**config.mk**
```make
export PLATFORM = sky130hd
export DESIGN_NAME = acq_frame_writer_flat
export DESIGN_NICKNAME = d
export VERILOG_FILES = /design/src/rtl/acq_pkg.sv /design/src/rtl/acq_frame_writer_if.sv /design/src/rtl/sync_fifo.sv /design/src/rtl/acq_frame_writer.sv /design/src/flat_wrapper.sv
export SDC_FILE = /design/constraint.sdc
export NUM_CORES = 1
export LEC_CHECK = 0
export ABC_AREA = 1
export BUFFER_PORTS_ARGS = -buffer_cell sky130_fd_sc_hd__buf_2
export CAP_MARGIN = 25
export CELL_PAD_IN_SITES_DETAIL_PLACEMENT = 1
export CELL_PAD_IN_SITES_GLOBAL_PLACEMENT = 2
export CORE_ASPECT_RATIO = 1.4
export CORE_MARGIN = 2
export CORE_UTILIZATION = 39
export DETAILED_ROUTE_END_ITERATION = 16
export HOLD_SLACK_MARGIN = 0.03
export PLACE_DENSITY = 0.82
export SLEW_MARGIN = 20
export SYNTH_ARGS = -nofsm -noshare
export SYNTH_HDL_FRONTEND = slang
export SYNTH_SLANG_ARGS = --single-unit
```
**constraint.sdc**
```tcl
create_clock -name i_clk -period 5 [get_ports i_clk]
set_input_delay 0 -clock i_clk [delete_from_list [all_inputs] [get_ports i_clk]]
set_output_delay 0 -clock i_clk [all_outputs]
set_load 0.02 [all_outputs]
```
**src/rtl/acq_pkg.sv**
```systemverilog
// Shared definitions for the acquisition frame writer: sync byte defaults,
// emitter state encoding and frame overhead.
package acq_pkg;

    localparam logic [7:0] SYNC0_DEFAULT  = 8'hA5;
    localparam logic [7:0] SYNC1_DEFAULT  = 8'h5A;
    // Sync x2, SEQ, LENH, LENL and CSUM wrap every frame's data bytes.
    localparam int         FRAME_OVERHEAD = 6;

    typedef enum logic [2:0] {
        IDLE,
        HDR0,
        HDR1,
        SEQ,
        LENH,
        LENL,
        DATA,
        CSUM
    } emit_state_t;

endpackage

```
**src/rtl/acq_frame_writer_if.sv**
```systemverilog
// Byte-write port towards eth_session: one strobe per byte, backpressured by full.
interface acq_frame_writer_if;

    logic [7:0] data;
    logic       wr;
    logic       full;

    modport master (output data, output wr, input full);
    modport slave  (input data, input wr, output full);

endinterface

```
**src/rtl/sync_fifo.sv**
```systemverilog
// Single-clock first-word fall-through FIFO with a registered head output.
// dout always shows the oldest entry while empty is low.
module sync_fifo #(
    parameter int WIDTH = 8,
    parameter int DEPTH = 16
) (
    input  logic             clk,
    input  logic             rst_n,
    input  logic             push,
    input  logic             pop,
    input  logic [WIDTH-1:0] din,
    output logic [WIDTH-1:0] dout,
    output logic             full,
    output logic             empty
);

    localparam int AW = $clog2(DEPTH);

    logic [WIDTH-1:0] mem [DEPTH];
    logic [AW-1:0]    wr_ptr;
    logic [AW-1:0]    rd_ptr;
    logic [AW-1:0]    rd_ptr_nxt;
    logic [AW:0]      count;
    logic             push_ok;
    logic             pop_ok;
    logic             head_from_din;

    assign full          = (count == (AW+1)'(DEPTH));
    assign empty         = (count == '0);
    assign push_ok       = push & ~full;
    assign pop_ok        = pop & ~empty;
    assign rd_ptr_nxt    = rd_ptr + AW'(pop_ok);
    // The pushed word becomes the head when nothing else remains after the pop.
    assign head_from_din = push_ok & (count == (AW+1)'(pop_ok));

    // Pointer and occupancy bookkeeping; pointers wrap naturally (DEPTH is 2^n).
    always_ff @(posedge clk or negedge rst_n) begin
        if (!rst_n) begin
            wr_ptr <= '0;
            rd_ptr <= '0;
            count  <= '0;
        end else begin
            if (push_ok) wr_ptr <= wr_ptr + 1'b1;
            rd_ptr <= rd_ptr_nxt;
            count  <= count + (AW+1)'(push_ok) - (AW+1)'(pop_ok);
        end
    end

    // Storage and look-ahead head register; contents are don't-care while empty.
    always_ff @(posedge clk) begin
        if (push_ok) mem[wr_ptr] <= din;
        dout <= head_from_din ? din : mem[rd_ptr_nxt];
    end

endmodule

```
**src/rtl/acq_frame_writer.sv**
```systemverilog
// Acquisition frame writer: on a trigger edge captures SAMPLES ADC bytes into a
// FIFO and emits  SYNC0 SYNC1 SEQ LENH LENL DATA[SAMPLES] CSUM  to eth_session.
module acq_frame_writer
    import acq_pkg::*;
#(
    parameter int         SAMPLES    = 1024,
    parameter int         FIFO_DEPTH = 16,
    parameter logic [7:0] SYNC0      = SYNC0_DEFAULT,
    parameter logic [7:0] SYNC1      = SYNC1_DEFAULT
) (
    input  logic                      i_clk,
    input  logic                      i_rst_n,
    input  logic                      i_trig,
    input  logic [7:0]                i_adc_data,
    input  logic                      i_adc_valid,
    acq_frame_writer_if.master        eth,
    output logic                      o_busy,
    output logic                      o_overrun,
    output logic [7:0]                o_frame_cnt
);

    localparam logic [15:0] LEN  = 16'(SAMPLES);
    localparam logic [15:0] LAST = 16'(SAMPLES - 1);

    emit_state_t state;
    logic        trig_q;
    logic        trig_edge;
    logic        cap_active;
    logic        cap_aborted;
    logic [15:0] cap_cnt;
    logic        fifo_push;
    logic        fifo_pop;
    logic        fifo_full;
    logic        fifo_empty;
    logic [7:0]  fifo_dout;
    logic [7:0]  seq_q;
    logic [7:0]  csum;
    logic [15:0] data_cnt;
    logic        data_ready;
    logic [7:0]  data_byte;

    assign trig_edge  = i_trig & ~trig_q & (state == IDLE);
    assign fifo_push  = cap_active & i_adc_valid & ~fifo_full;
    assign fifo_pop   = (state == DATA) & ~eth.full & ~fifo_empty;
    // Real samples always win; pads only fill in once capture has given up.
    assign data_ready = ~fifo_empty | cap_aborted;
    assign data_byte  = fifo_empty ? 8'hFF : fifo_dout;

    sync_fifo #(
        .WIDTH (8),
        .DEPTH (FIFO_DEPTH)
    ) u_fifo (
        .clk   (i_clk),
        .rst_n (i_rst_n),
        .push  (fifo_push),
        .pop   (fifo_pop),
        .din   (i_adc_data),
        .dout  (fifo_dout),
        .full  (fifo_full),
        .empty (fifo_empty)
    );

    // Trigger history; resets high so a level held through reset is not an edge.
    always_ff @(posedge i_clk or negedge i_rst_n) begin
        if (!i_rst_n) trig_q <= 1'b1;
        else          trig_q <= i_trig;
    end

    // Capture control: count pushes, abort and flag overrun on a push into a full FIFO.
    always_ff @(posedge i_clk or negedge i_rst_n) begin
        if (!i_rst_n) begin
            cap_active  <= 1'b0;
            cap_aborted <= 1'b0;
            cap_cnt     <= '0;
            o_overrun   <= 1'b0;
        end else if (trig_edge) begin
            cap_active  <= 1'b1;
            cap_aborted <= 1'b0;
            cap_cnt     <= '0;
            o_overrun   <= 1'b0;
        end else if (cap_active && i_adc_valid) begin
            if (fifo_full) begin
                o_overrun   <= 1'b1;
                cap_aborted <= 1'b1;
                cap_active  <= 1'b0;
            end else begin
                cap_cnt <= cap_cnt + 16'd1;
                if (cap_cnt == LAST) cap_active <= 1'b0;
            end
        end
    end

    // Emitter FSM: one registered byte per eligible cycle, advancing only on emit.
    always_ff @(posedge i_clk or negedge i_rst_n) begin
        if (!i_rst_n) begin
            state       <= IDLE;
            eth.data    <= 8'h00;
            eth.wr      <= 1'b0;
            o_busy      <= 1'b0;
            o_frame_cnt <= 8'h00;
            seq_q       <= 8'h00;
            csum        <= 8'h00;
            data_cnt    <= '0;
        end else begin
            eth.wr <= 1'b0;
            unique case (state)
                IDLE: begin
                    if (trig_edge) begin
                        state    <= HDR0;
                        o_busy   <= 1'b1;
                        seq_q    <= o_frame_cnt;
                        csum     <= 8'h00;
                        data_cnt <= '0;
                    end
                end
                HDR0: if (!eth.full) begin
                    eth.wr   <= 1'b1;
                    eth.data <= SYNC0;
                    state    <= HDR1;
                end
                HDR1: if (!eth.full) begin
                    eth.wr   <= 1'b1;
                    eth.data <= SYNC1;
                    state    <= SEQ;
                end
                SEQ: if (!eth.full) begin
                    eth.wr   <= 1'b1;
                    eth.data <= seq_q;
                    csum     <= csum + seq_q;
                    state    <= LENH;
                end
                LENH: if (!eth.full) begin
                    eth.wr   <= 1'b1;
                    eth.data <= LEN[15:8];
                    csum     <= csum + LEN[15:8];
                    state    <= LENL;
                end
                LENL: if (!eth.full) begin
                    eth.wr   <= 1'b1;
                    eth.data <= LEN[7:0];
                    csum     <= csum + LEN[7:0];
                    state    <= DATA;
                end
                DATA: if (!eth.full && data_ready) begin
                    eth.wr   <= 1'b1;
                    eth.data <= data_byte;
                    csum     <= csum + data_byte;
                    data_cnt <= data_cnt + 16'd1;
                    if (data_cnt == LAST) state <= CSUM;
                end
                CSUM: if (!eth.full) begin
                    eth.wr      <= 1'b1;
                    eth.data    <= csum;
                    o_frame_cnt <= o_frame_cnt + 8'd1;
                    o_busy      <= 1'b0;
                    state       <= IDLE;
                end
                default: state <= IDLE;
            endcase
        end
    end

endmodule
```
**src/flat_wrapper.sv**
```systemverilog
// flat-port wrapper written by rule: the top's interface ports become plain ports
module acq_frame_writer_flat import acq_pkg::*;
#(
    parameter int         SAMPLES    = 1024,
    parameter int         FIFO_DEPTH = 16,
    parameter logic [7:0] SYNC0      = SYNC0_DEFAULT,
    parameter logic [7:0] SYNC1      = SYNC1_DEFAULT
)
  (i_clk, i_rst_n, i_trig, i_adc_data, i_adc_valid, o_busy, o_overrun, o_frame_cnt, eth_data, eth_wr, eth_full);
  acq_frame_writer_if eth_i ();
  input  logic i_clk;
  input  logic i_rst_n;
  input  logic i_trig;
  input  logic [7:0] i_adc_data;
  input  logic i_adc_valid;
  output logic o_busy;
  output logic o_overrun;
  output logic [7:0] o_frame_cnt;
  output wire logic [$bits(eth_i.data)-1:0] eth_data;
  output wire logic [$bits(eth_i.wr)-1:0] eth_wr;
  input wire logic [$bits(eth_i.full)-1:0] eth_full;
  assign eth_data = eth_i.data;
  assign eth_wr = eth_i.wr;
  assign eth_i.full = eth_full;
  acq_frame_writer #(.SAMPLES(SAMPLES), .FIFO_DEPTH(FIFO_DEPTH), .SYNC0(SYNC0), .SYNC1(SYNC1)) u_core (.i_clk(i_clk), .i_rst_n(i_rst_n), .i_trig(i_trig), .i_adc_data(i_adc_data), .i_adc_valid(i_adc_valid), .eth(eth_i), .o_busy(o_busy), .o_overrun(o_overrun), .o_frame_cnt(o_frame_cnt));
endmodule
```
==> results of run 1 <==
final cells by class:
cell class	instances	share of cell area (%)
clock buffer	29	5.58
tap	324	3.42
sequential	221	51.8
timing repair buffer	54	3.25
clock inverter	15	1.47
multi-input combinational	718	31.4
inverter	98	3.15
logic make-up after synthesis:
family / Yosys count / share of synthesized area, %
AOI/OAI and AO/OA: 206 / 11.3
xor gates and xnor gates: 21 / 1.85
adders and majority gates: 25 / 3.17
buffers and inverters: 128 / 4.97
DFF: 221 / 59.2
and+or+nand+nor: 466 / 19.4
power groups by stage:
stage | Combinational, mW | Clock [mW] | Sequential, mW
after floorplan | 1.74 | 0 | 2.56
after global placement | 2.47 | 0 | 2.58
after detailed placement | 2.53 | 0 | 2.58
after CTS | 2.56 | 1.90 | 2.55
after global routing | 2.87 | 1.96 | 2.59
final | 2.51 | 1.85 | 2.55
worst max-delay path: stages (launching register included):
cell,delay [ns]
sky130_fd_sc_hd__dfrtp_1,0.35
sky130_fd_sc_hd__inv_1,0.06
sky130_fd_sc_hd__ha_1,0.24
sky130_fd_sc_hd__nand3_1,0.16
sky130_fd_sc_hd__inv_2,0.09
sky130_fd_sc_hd__nor3_1,0.30
sky130_fd_sc_hd__ha_2,0.27
sky130_fd_sc_hd__ha_1,0.63
sky130_fd_sc_hd__buf_4,0.38
sky130_fd_sc_hd__nor2_1,0.08
sky130_fd_sc_hd__o21ai_0,0.09
sky130_fd_sc_hd__o21ai_0,0.16
sky130_fd_sc_hd__o211ai_1,0.27
sky130_fd_sc_hd__nand2_1,0.08
sky130_fd_sc_hd__nand2_1,0.06
sky130_fd_sc_hd__nand2_1,0.06
placed cells by master, fill, tap and decap left out, types with 22 or more instances in the layout:
| cell | instances |
|---|---|
| sky130_fd_sc_hd__nor2_1 | 174 |
| sky130_fd_sc_hd__inv_1 | 89 |
| sky130_fd_sc_hd__o21ai_0 | 109 |
| sky130_fd_sc_hd__nand3_1 | 43 |
| sky130_fd_sc_hd__ha_1 | 22 |
| sky130_fd_sc_hd__clkbuf_16 | 25 |
| sky130_fd_sc_hd__o211ai_1 | 32 |
| sky130_fd_sc_hd__edfxtp_1 | 128 |
| sky130_fd_sc_hd__buf_2 | 30 |
| sky130_fd_sc_hd__dfrtp_1 | 84 |
| sky130_fd_sc_hd__nand2_1 | 192 |
| sky130_fd_sc_hd__a21oi_1 | 28 |
sequential cells by signal (all words and copies together), names as in the netlist, 5 cells and up:
signal,count
u_core.u_fifo.mem,128
u_core.cap_cnt,16
u_core.data_cnt,16
u_core.csum,8
u_core.eth.data,8
u_core.o_frame_cnt,8
u_core.seq_q,8
u_core.u_fifo.dout,8
u_core.u_fifo.count,5
per-layer routing:
metal  up-vias  global-route usage (%)  wire length (microns)
met5         -                       0                      0
met4         0                    5.81                    515
met3        35                    1.90                    638
met2        88                    38.3                  15000
met1      3737                    23.4                  11100
li1       3734                       -                      -
final timing paths:
check                      slack, ns  cells after the start                   start               endpoint
setup reg to reg                1.59                     15  u_core.u_fifo.count[2]  u_core.u_fifo.dout[5]
hold reg to reg                 0.47                      2           u_core.o_busy          u_core.o_busy
setup / recovery                1.59                     15  u_core.u_fifo.count[2]  u_core.u_fifo.dout[5]
hold / removal                  0.15                      2                  i_trig          u_core.trig_q
max in group asynchronous       3.37                      4                 i_rst_n     u_core.data_cnt[2]
min in group asynchronous       0.54                      4                 i_rst_n         u_core.csum[2]
through the flow:
step                      setup slack, ns  cell area, sq um  utilization (%)  cells  hold slack, ns
after floorplan                      2.52             10300                -   1067          -0.296
after CTS                            1.56             11800             45.2   1457           0.134
after global placement               1.63             10800             41.5   1400          -0.124
after detailed placement             1.55             10800             41.5   1400          -0.122
after global routing                 1.30             11800             45.4   1459           0.146
final                                1.59             11800             45.4   1459           0.150
what timing repair did:
action,in CTS,in global routing
endpoints found under the setup margin,0,0
hold buffers,13,1
resized for setup,0,0
endpoints found under the hold margin,225,12
==> run_summary.xml, run 1 <==
<?xml version="1.0" encoding="UTF-8"?>
<metrics>
  <group name="die">
    <metric name="die-height" unit="microns">197</metric>
    <metric name="effective_utilization_at_floorplan" unit="%">39.7</metric>
    <metric name="row_count" unit="">70</metric>
    <metric name="dieArea" unit="sq um">27900</metric>
    <metric name="die_w" unit="microns">142</metric>
    <metric name="io-pin-count" unit="">32</metric>
    <metric name="core_area" unit="sq um">26100</metric>
  </group>
  <group name="logic_synthesis">
    <metric name="total_of_warnings_raised_by_yosys" unit="">0</metric>
    <metric name="synth-edff-count" unit="">128</metric>
    <metric name="synth.area.top_cells" unit="">sky130_fd_sc_hd__edfxtp_1 37%, sky130_fd_sc_hd__dfrtp_1 20%, sky130_fd_sc_hd__nand2_1 7.0%, sky130_fd_sc_hd__nor2_1 6.3%, sky130_fd_sc_hd__o21ai_0 5.3%</metric>
    <metric name="synth.distinct_cells" unit="">50</metric>
    <metric name="synth_seq_area_share" unit="%">59.2</metric>
    <metric name="synthMostInstantiatedCell" unit="">sky130_fd_sc_hd__nand2_1</metric>
    <metric name="postSynthRegisterBits" unit="">221</metric>
    <metric name="yosys.area.top_type_share" unit="%">37.1</metric>
    <metric name="dominantRegCellSynth" unit="">sky130_fd_sc_hd__edfxtp_1</metric>
    <metric name="synthesis.nets" unit="">1105</metric>
    <metric name="synth_commonest_cells" unit="">192 x sky130_fd_sc_hd__nand2_1, 174 x sky130_fd_sc_hd__nor2_1, 128 x sky130_fd_sc_hd__edfxtp_1</metric>
    <metric name="number_of_instances_in_the_synthesized_netlist" unit="">1067</metric>
    <metric name="postSynth.asyncResetShare" unit="%">38.5</metric>
    <metric name="post-synth-top-area-cell" unit="">sky130_fd_sc_hd__edfxtp_1</metric>
    <metric name="syn_area_per_cell" unit="sq um">9.70</metric>
    <metric name="mappedNetlistArea" unit="sq um">10300</metric>
  </group>
  <group name="timing">
    <metric name="fin_tns_setup" unit="ns">0</metric>
    <metric name="max_freq" unit="GHz">0.293</metric>
    <metric name="final.period_utilization" unit="%">68.2</metric>
    <metric name="final_max_slew_viol_count" unit="">0</metric>
    <metric name="clock_skew" unit="ns">0.0116</metric>
    <metric name="max_slew_margin_vs_limit" unit="%">32.6</metric>
    <metric name="rsz_0062_raised_after_global_routing" unit="">no</metric>
    <metric name="final-hold-violation-count" unit="">0</metric>
    <metric name="setup_violations" unit="">0</metric>
    <metric name="fin_crit" unit="ns">3.41</metric>
    <metric name="tightest_slew" unit="ns">1.01</metric>
  </group>
  <group name="power_and_ir_drop">
    <metric name="combinationalPowerShare" unit="%">36.3</metric>
    <metric name="cell_internal_pwr" unit="mW">4.18</metric>
    <metric name="pwr_density_cell" unit="nW/um^2">584</metric>
    <metric name="sum_of_internal_switching_and_leakage_power" unit="mW">6.92</metric>
    <metric name="p_leak" unit="nW">4.89</metric>
    <metric name="swShare" unit="%">39.5</metric>
    <metric name="p_clk_share" unit="%">26.8</metric>
    <metric name="power_frac_seq" unit="%">36.9</metric>
    <metric name="switch_pwr" unit="mW">2.73</metric>
    <metric name="irDropWorstVdd" unit="V">0.000442</metric>
  </group>
  <group name="setup_path">
    <metric name="cp_max_fo" unit="">23</metric>
    <metric name="worst-endpoint-required" unit="ns">5.41</metric>
    <metric name="worstSetupStartpointType" unit="">flop</metric>
    <metric name="critPathKind" unit="">reg -&gt; reg</metric>
    <metric name="crit_path_end_kind" unit="">flop</metric>
    <metric name="crit_arrival" unit="ns">3.82</metric>
  </group>
  <group name="grt">
    <metric name="pin_count_of_the_biggest_net_entering_global_routing" unit="">71</metric>
    <metric name="grt_usage" unit="%">20.0</metric>
    <metric name="first_pass_grt_wire_length" unit="microns">43600</metric>
    <metric name="grt_overflow" unit="">0</metric>
    <metric name="first_global_vias" unit="">8055</metric>
    <metric name="initial_antenna_violation_count" unit="">0</metric>
  </group>
  <group name="placement">
    <metric name="port_buffers" unit="">31</metric>
    <metric name="post-dp-hpwl" unit="microns">19000</metric>
    <metric name="gp_congestion" unit="">0.803</metric>
  </group>
  <group name="routing">
    <metric name="residual_drc" unit="">0</metric>
    <metric name="routed_wire_length" unit="microns">27200</metric>
    <metric name="detail_route.first_pass.iterations" unit="">4</metric>
    <metric name="final_antenna_net_count" unit="">0</metric>
    <metric name="initialDrtViolationCount" unit="">389</metric>
    <metric name="detail_route.vias_per_cell" unit="">5.20</metric>
    <metric name="vias" unit="">7594</metric>
    <metric name="routedWlPerCell" unit="microns">18.7</metric>
  </group>
  <group name="clock_network">
    <metric name="clock_slew_at_reported_path_ffs" unit="ns">0.06</metric>
    <metric name="clock_tree.buffer_depth" unit="">3</metric>
    <metric name="numCtsBuffers" unit="">24</metric>
    <metric name="post_cts_buffers" unit="">0</metric>
    <metric name="clockRootBuffer" unit="">sky130_fd_sc_hd__clkbuf_16</metric>
    <metric name="tritoncts_clock_tree" unit="">done</metric>
    <metric name="htreeDepth" unit="">1</metric>
    <metric name="clock_latency" unit="ns">0.52</metric>
    <metric name="clock-sinks" unit="">221</metric>
  </group>
  <group name="final_layout">
    <metric name="layout-drive-gt1-share" unit="%">10.7</metric>
    <metric name="final_nets" unit="">1155</metric>
    <metric name="syn2layout_area_growth" unit="%">14.4</metric>
    <metric name="multi_input_comb_area" unit="sq um">3710</metric>
    <metric name="fillers" unit="">2948</metric>
    <metric name="ff_latch_area" unit="sq um">6130</metric>
    <metric name="num_antenna_cells" unit="">0</metric>
  </group>
  <group name="outcome">
    <metric name="outcome" unit="">completed</metric>
  </group>
  <group name="job">
    <metric name="max_cap_viol_count" unit="">0</metric>
  </group>
  <group name="min_path">
    <metric name="hold_path.class" unit="">in -&gt; reg</metric>
  </group>
</metrics>
(Power assumes the default switching activity.)
==> inputs of run 2 (changes only) <==
--- a/config.mk
+++ b/config.mk
@@ -5,7 +5,7 @@
 export SDC_FILE = /design/constraint.sdc
 export NUM_CORES = 1
 export LEC_CHECK = 0
-export ABC_AREA = 1
+export ABC_AREA = 0
 export BUFFER_PORTS_ARGS = -buffer_cell sky130_fd_sc_hd__buf_2
 export CAP_MARGIN = 25
 export CELL_PAD_IN_SITES_DETAIL_PLACEMENT = 1
@@ -15,7 +15,7 @@
 export CORE_UTILIZATION = 39
 export DETAILED_ROUTE_END_ITERATION = 16
 export HOLD_SLACK_MARGIN = 0.03
-export PLACE_DENSITY = 0.82
+export PLACE_DENSITY = 0.79
 export SLEW_MARGIN = 20
 export SYNTH_ARGS = -nofsm -noshare
 export SYNTH_HDL_FRONTEND = slang
==> constraint.sdc (replaced) <==
create_clock -name i_clk -period 3.1 [get_ports i_clk]
set_input_delay 0 -clock i_clk [delete_from_list [all_inputs] [get_ports i_clk]]
set_output_delay 0 -clock i_clk [all_outputs]
set_load 0.02 [all_outputs]
==> run_summary.xml, run 2 <==
<?xml version="1.0" encoding="UTF-8"?>
<metrics>
  <group name="outcome">
    <metric name="outcome" unit="">completed</metric>
  </group>
  <group name="routing">
    <metric name="routed_wire_length" unit="microns">25500</metric>
    <metric name="routedWlPerCell" unit="microns">21.9</metric>
    <metric name="initialDrtViolationCount" unit="">415</metric>
    <metric name="residual_drc" unit="">0</metric>
    <metric name="detail_route.vias_per_cell" unit="">5.51</metric>
    <metric name="detail_route.first_pass.iterations" unit="">4</metric>
    <metric name="final_antenna_net_count" unit="">0</metric>
    <metric name="vias" unit="">6407</metric>
  </group>
  <group name="grt">
    <metric name="pin_count_of_the_biggest_net_entering_global_routing" unit="">73</metric>
    <metric name="grt_usage" unit="%">18.9</metric>
    <metric name="grt_overflow" unit="">0</metric>
    <metric name="initial_antenna_violation_count" unit="">0</metric>
    <metric name="first_global_vias" unit="">7209</metric>
    <metric name="first_pass_grt_wire_length" unit="microns">40200</metric>
  </group>
  <group name="logic_synthesis">
    <metric name="mappedNetlistArea" unit="sq um">10000</metric>
    <metric name="synth_commonest_cells" unit="">128 x sky130_fd_sc_hd__edfxtp_1, 84 x sky130_fd_sc_hd__dfrtp_1, 74 x sky130_fd_sc_hd__nand2_1</metric>
    <metric name="postSynth.asyncResetShare" unit="%">38.5</metric>
    <metric name="postSynthRegisterBits" unit="">221</metric>
    <metric name="synth-edff-count" unit="">128</metric>
    <metric name="synthesis.nets" unit="">779</metric>
    <metric name="post-synth-top-area-cell" unit="">sky130_fd_sc_hd__edfxtp_1</metric>
    <metric name="syn_area_per_cell" unit="sq um">13.5</metric>
    <metric name="yosys.area.top_type_share" unit="%">38.4</metric>
    <metric name="number_of_instances_in_the_synthesized_netlist" unit="">741</metric>
    <metric name="dominantRegCellSynth" unit="">sky130_fd_sc_hd__edfxtp_1</metric>
    <metric name="synth.distinct_cells" unit="">57</metric>
    <metric name="synth_seq_area_share" unit="%">61.3</metric>
    <metric name="synth.area.top_cells" unit="">sky130_fd_sc_hd__edfxtp_1 38%, sky130_fd_sc_hd__dfrtp_1 21%, sky130_fd_sc_hd__mux4_1 7.9%, sky130_fd_sc_hd__ha_1 2.9%, sky130_fd_sc_hd__nand2_1 2.8%</metric>
    <metric name="total_of_warnings_raised_by_yosys" unit="">0</metric>
    <metric name="synthMostInstantiatedCell" unit="">sky130_fd_sc_hd__edfxtp_1</metric>
  </group>
  <group name="final_layout">
    <metric name="layout_commonest_cell" unit="">sky130_fd_sc_hd__edfxtp_1</metric>
    <metric name="largest_register_ff_count" unit="">128</metric>
    <metric name="layout.cells.most_common_list" unit="">128 x sky130_fd_sc_hd__edfxtp_1, 84 x sky130_fd_sc_hd__dfrtp_1, 74 x sky130_fd_sc_hd__nand2_1, 65 x sky130_fd_sc_hd__nor2_1, 46 x sky130_fd_sc_hd__o21ai_0</metric>
    <metric name="layout-drive-gt1-share" unit="%">18.2</metric>
    <metric name="num_antenna_cells" unit="">0</metric>
    <metric name="final_nets" unit="">865</metric>
    <metric name="largestRegisters" unit="">u_core.u_fifo.mem (128), u_core.cap_cnt (16), u_core.data_cnt (16)</metric>
    <metric name="syn2layout_area_growth" unit="%">18.4</metric>
    <metric name="regMostFlops" unit="">u_core.u_fifo.mem</metric>
    <metric name="final_area" unit="sq um">11900</metric>
    <metric name="fillers" unit="">2572</metric>
  </group>
  <group name="setup_path">
    <metric name="crit_arrival" unit="ns">3.39</metric>
    <metric name="worstSetupStartpointType" unit="">flop</metric>
    <metric name="cp_max_fo" unit="">8</metric>
    <metric name="timing.critical_path.slowest_stage_cell" unit="">sky130_fd_sc_hd__mux4_1</metric>
    <metric name="critPathMaxStageDelay" unit="ns">0.55</metric>
    <metric name="critical_path_s_top_delay_family" unit="">multiplexers</metric>
    <metric name="cp_num_buf_inv" unit="">2</metric>
    <metric name="worst-endpoint-required" unit="ns">3.51</metric>
    <metric name="crit_top_cell" unit="">sky130_fd_sc_hd__ha_4</metric>
    <metric name="critPathKind" unit="">reg -&gt; reg</metric>
    <metric name="crit_path_end_kind" unit="">flop</metric>
    <metric name="cp_cell_sequence" unit="">inv_2, ha_4, nor4b_4, nor2_2, ha_4, clkbuf_16, mux4_1, mux4_2, mux2_2</metric>
  </group>
  <group name="placement">
    <metric name="gp_congestion" unit="">0.807</metric>
    <metric name="post-dp-hpwl" unit="microns">16400</metric>
    <metric name="placedInstanceArea" unit="sq um">10700</metric>
    <metric name="port_buffers" unit="">31</metric>
  </group>
  <group name="power_and_ir_drop">
    <metric name="pwr_density_cell" unit="nW/um^2">937</metric>
    <metric name="irDropWorstVdd" unit="V">0.000618</metric>
    <metric name="sum_of_internal_switching_and_leakage_power" unit="mW">11.1</metric>
    <metric name="p_leak" unit="nW">4.70</metric>
  </group>
  <group name="die">
    <metric name="effective_utilization_at_floorplan" unit="%">39.6</metric>
    <metric name="die_w" unit="microns">139</metric>
    <metric name="die-height" unit="microns">194</metric>
    <metric name="core_area" unit="sq um">25300</metric>
    <metric name="row_count" unit="">69</metric>
    <metric name="dieArea" unit="sq um">27000</metric>
    <metric name="io-pin-count" unit="">32</metric>
  </group>
  <group name="timing">
    <metric name="fin_crit" unit="ns">2.98</metric>
    <metric name="final-hold-violation-count" unit="">0</metric>
    <metric name="fin_tns_setup" unit="ns">0</metric>
    <metric name="setup_violations" unit="">0</metric>
    <metric name="max_freq" unit="GHz">0.335</metric>
    <metric name="hold_ws" unit="ns">0.147</metric>
    <metric name="final.period_utilization" unit="%">96.2</metric>
    <metric name="final_max_slew_viol_count" unit="">0</metric>
    <metric name="max_slew_margin_vs_limit" unit="%">46.1</metric>
    <metric name="clock_skew" unit="ns">0.0191</metric>
    <metric name="tightest_slew" unit="ns">0.803</metric>
  </group>
  <group name="job">
    <metric name="max_cap_viol_count" unit="">0</metric>
  </group>
  <group name="clock_network">
    <metric name="clock_tree.buffer_depth" unit="">3</metric>
    <metric name="clock-sinks" unit="">221</metric>
    <metric name="clockRootBuffer" unit="">sky130_fd_sc_hd__clkbuf_16</metric>
    <metric name="clock_slew_at_reported_path_ffs" unit="ns">0.06</metric>
    <metric name="tritoncts_clock_tree" unit="">done</metric>
    <metric name="numCtsBuffers" unit="">24</metric>
    <metric name="clock_latency" unit="ns">0.53</metric>
    <metric name="htreeDepth" unit="">1</metric>
  </group>
  <group name="min_path">
    <metric name="hold_path.class" unit="">in -&gt; reg</metric>
  </group>
</metrics>
[run 2: changes by cell type after synthesis, sizes merged, moves of 32 or more]
cell,previous run,this run
o211ai,32,0
o21ai,122,50
nand2,200,74
inv,97,24
nor2,184,66
mux4,0,40
[run 2: area by class of cell]
cell class / count / area (sq um) / share of cell area, %
flip-flops and latches: 221 / 6130 / 51.7
multi-input cells: 467 / 3680 / 31.1
repair buffers: 89 / 747 / 6.30
clock buffers: 31 / 678 / 5.72
well taps: 319 / 399 / 3.37
clock inverters: 12 / 126 / 1.07
inverters: 24 / 90.1 / 0.760
[run 2: report_power, final]
group	leakage [nW]	switching, mW	internal (mW)
combinational	1.99	2.15	1.99
sequential	2.32	0.427	3.66
clock	0.396	1.18	1.71
[run 2: routing by layer]
metal  part of all wire [%]  global-route usage [%]  wire length [microns]  vias to the layer above
met5                      0                       0                      0                        -
met4                    2.8                    6.70                    721                        0
met3                    4.4                    2.67                   1130                       53
met2                     54                    35.5                  13900                      135
met1                     38                    21.8                   9770                     3290
li1                       -                       -                      -                     2929
[run 2: cell families (layout without fill, tap and decap cells)]
family	after synthesis	count (layout)	synth area share, %
and+or+nand+nor	248	248	12.1
DFF	221	221	61.3
AOI/OAI and AO/OA	102	102	6.00
buffers and inverters	53	156	2.42
muxes	50	50	11.2
xor gates and xnor gates	42	42	3.67
adders and majority gates	25	25	3.27
[run 2: stage by stage]
step | instances | setup WS, ns | utilization (%)
detailed placement | 1098 | -0.0350 | 42.4
global placement | 1098 | 0.0489 | 42.4
finish | 1163 | 0.118 | 46.9
CTS | 1154 | -0.0116 | 46.3
floorplan | 741 | 0.00169 | -
global route | 1163 | -0.00566 | 46.9
[run 2: path summary, 6_finish.rpt]
kind / startpoint / endpoint / slack (ns) / cells after the start
min: i_trig / u_core.trig_q / 0.15 / 2
max reg2reg: u_core.u_fifo.count[3] / u_core.u_fifo.dout[2] / 0.12 / 9
min in group asynchronous: i_rst_n / u_core.data_cnt[2] / 0.45 / 3
max in group asynchronous: i_rst_n / u_core.trig_q / 2.05 / 4
max: u_core.u_fifo.count[3] / u_core.u_fifo.dout[2] / 0.12 / 9
min reg2reg: u_core.o_frame_cnt[7] / u_core.o_frame_cnt[7] / 0.50 / 1
[run 2: timing repair]
action	4_1_cts	5_1_grt
endpoints found under the hold margin	212	18
buffers inserted	0	4
cloned	1	3
endpoints found under the setup margin	10	12
hold buffers	12	1
gates resized for setup	2	21
pin swaps	0	10
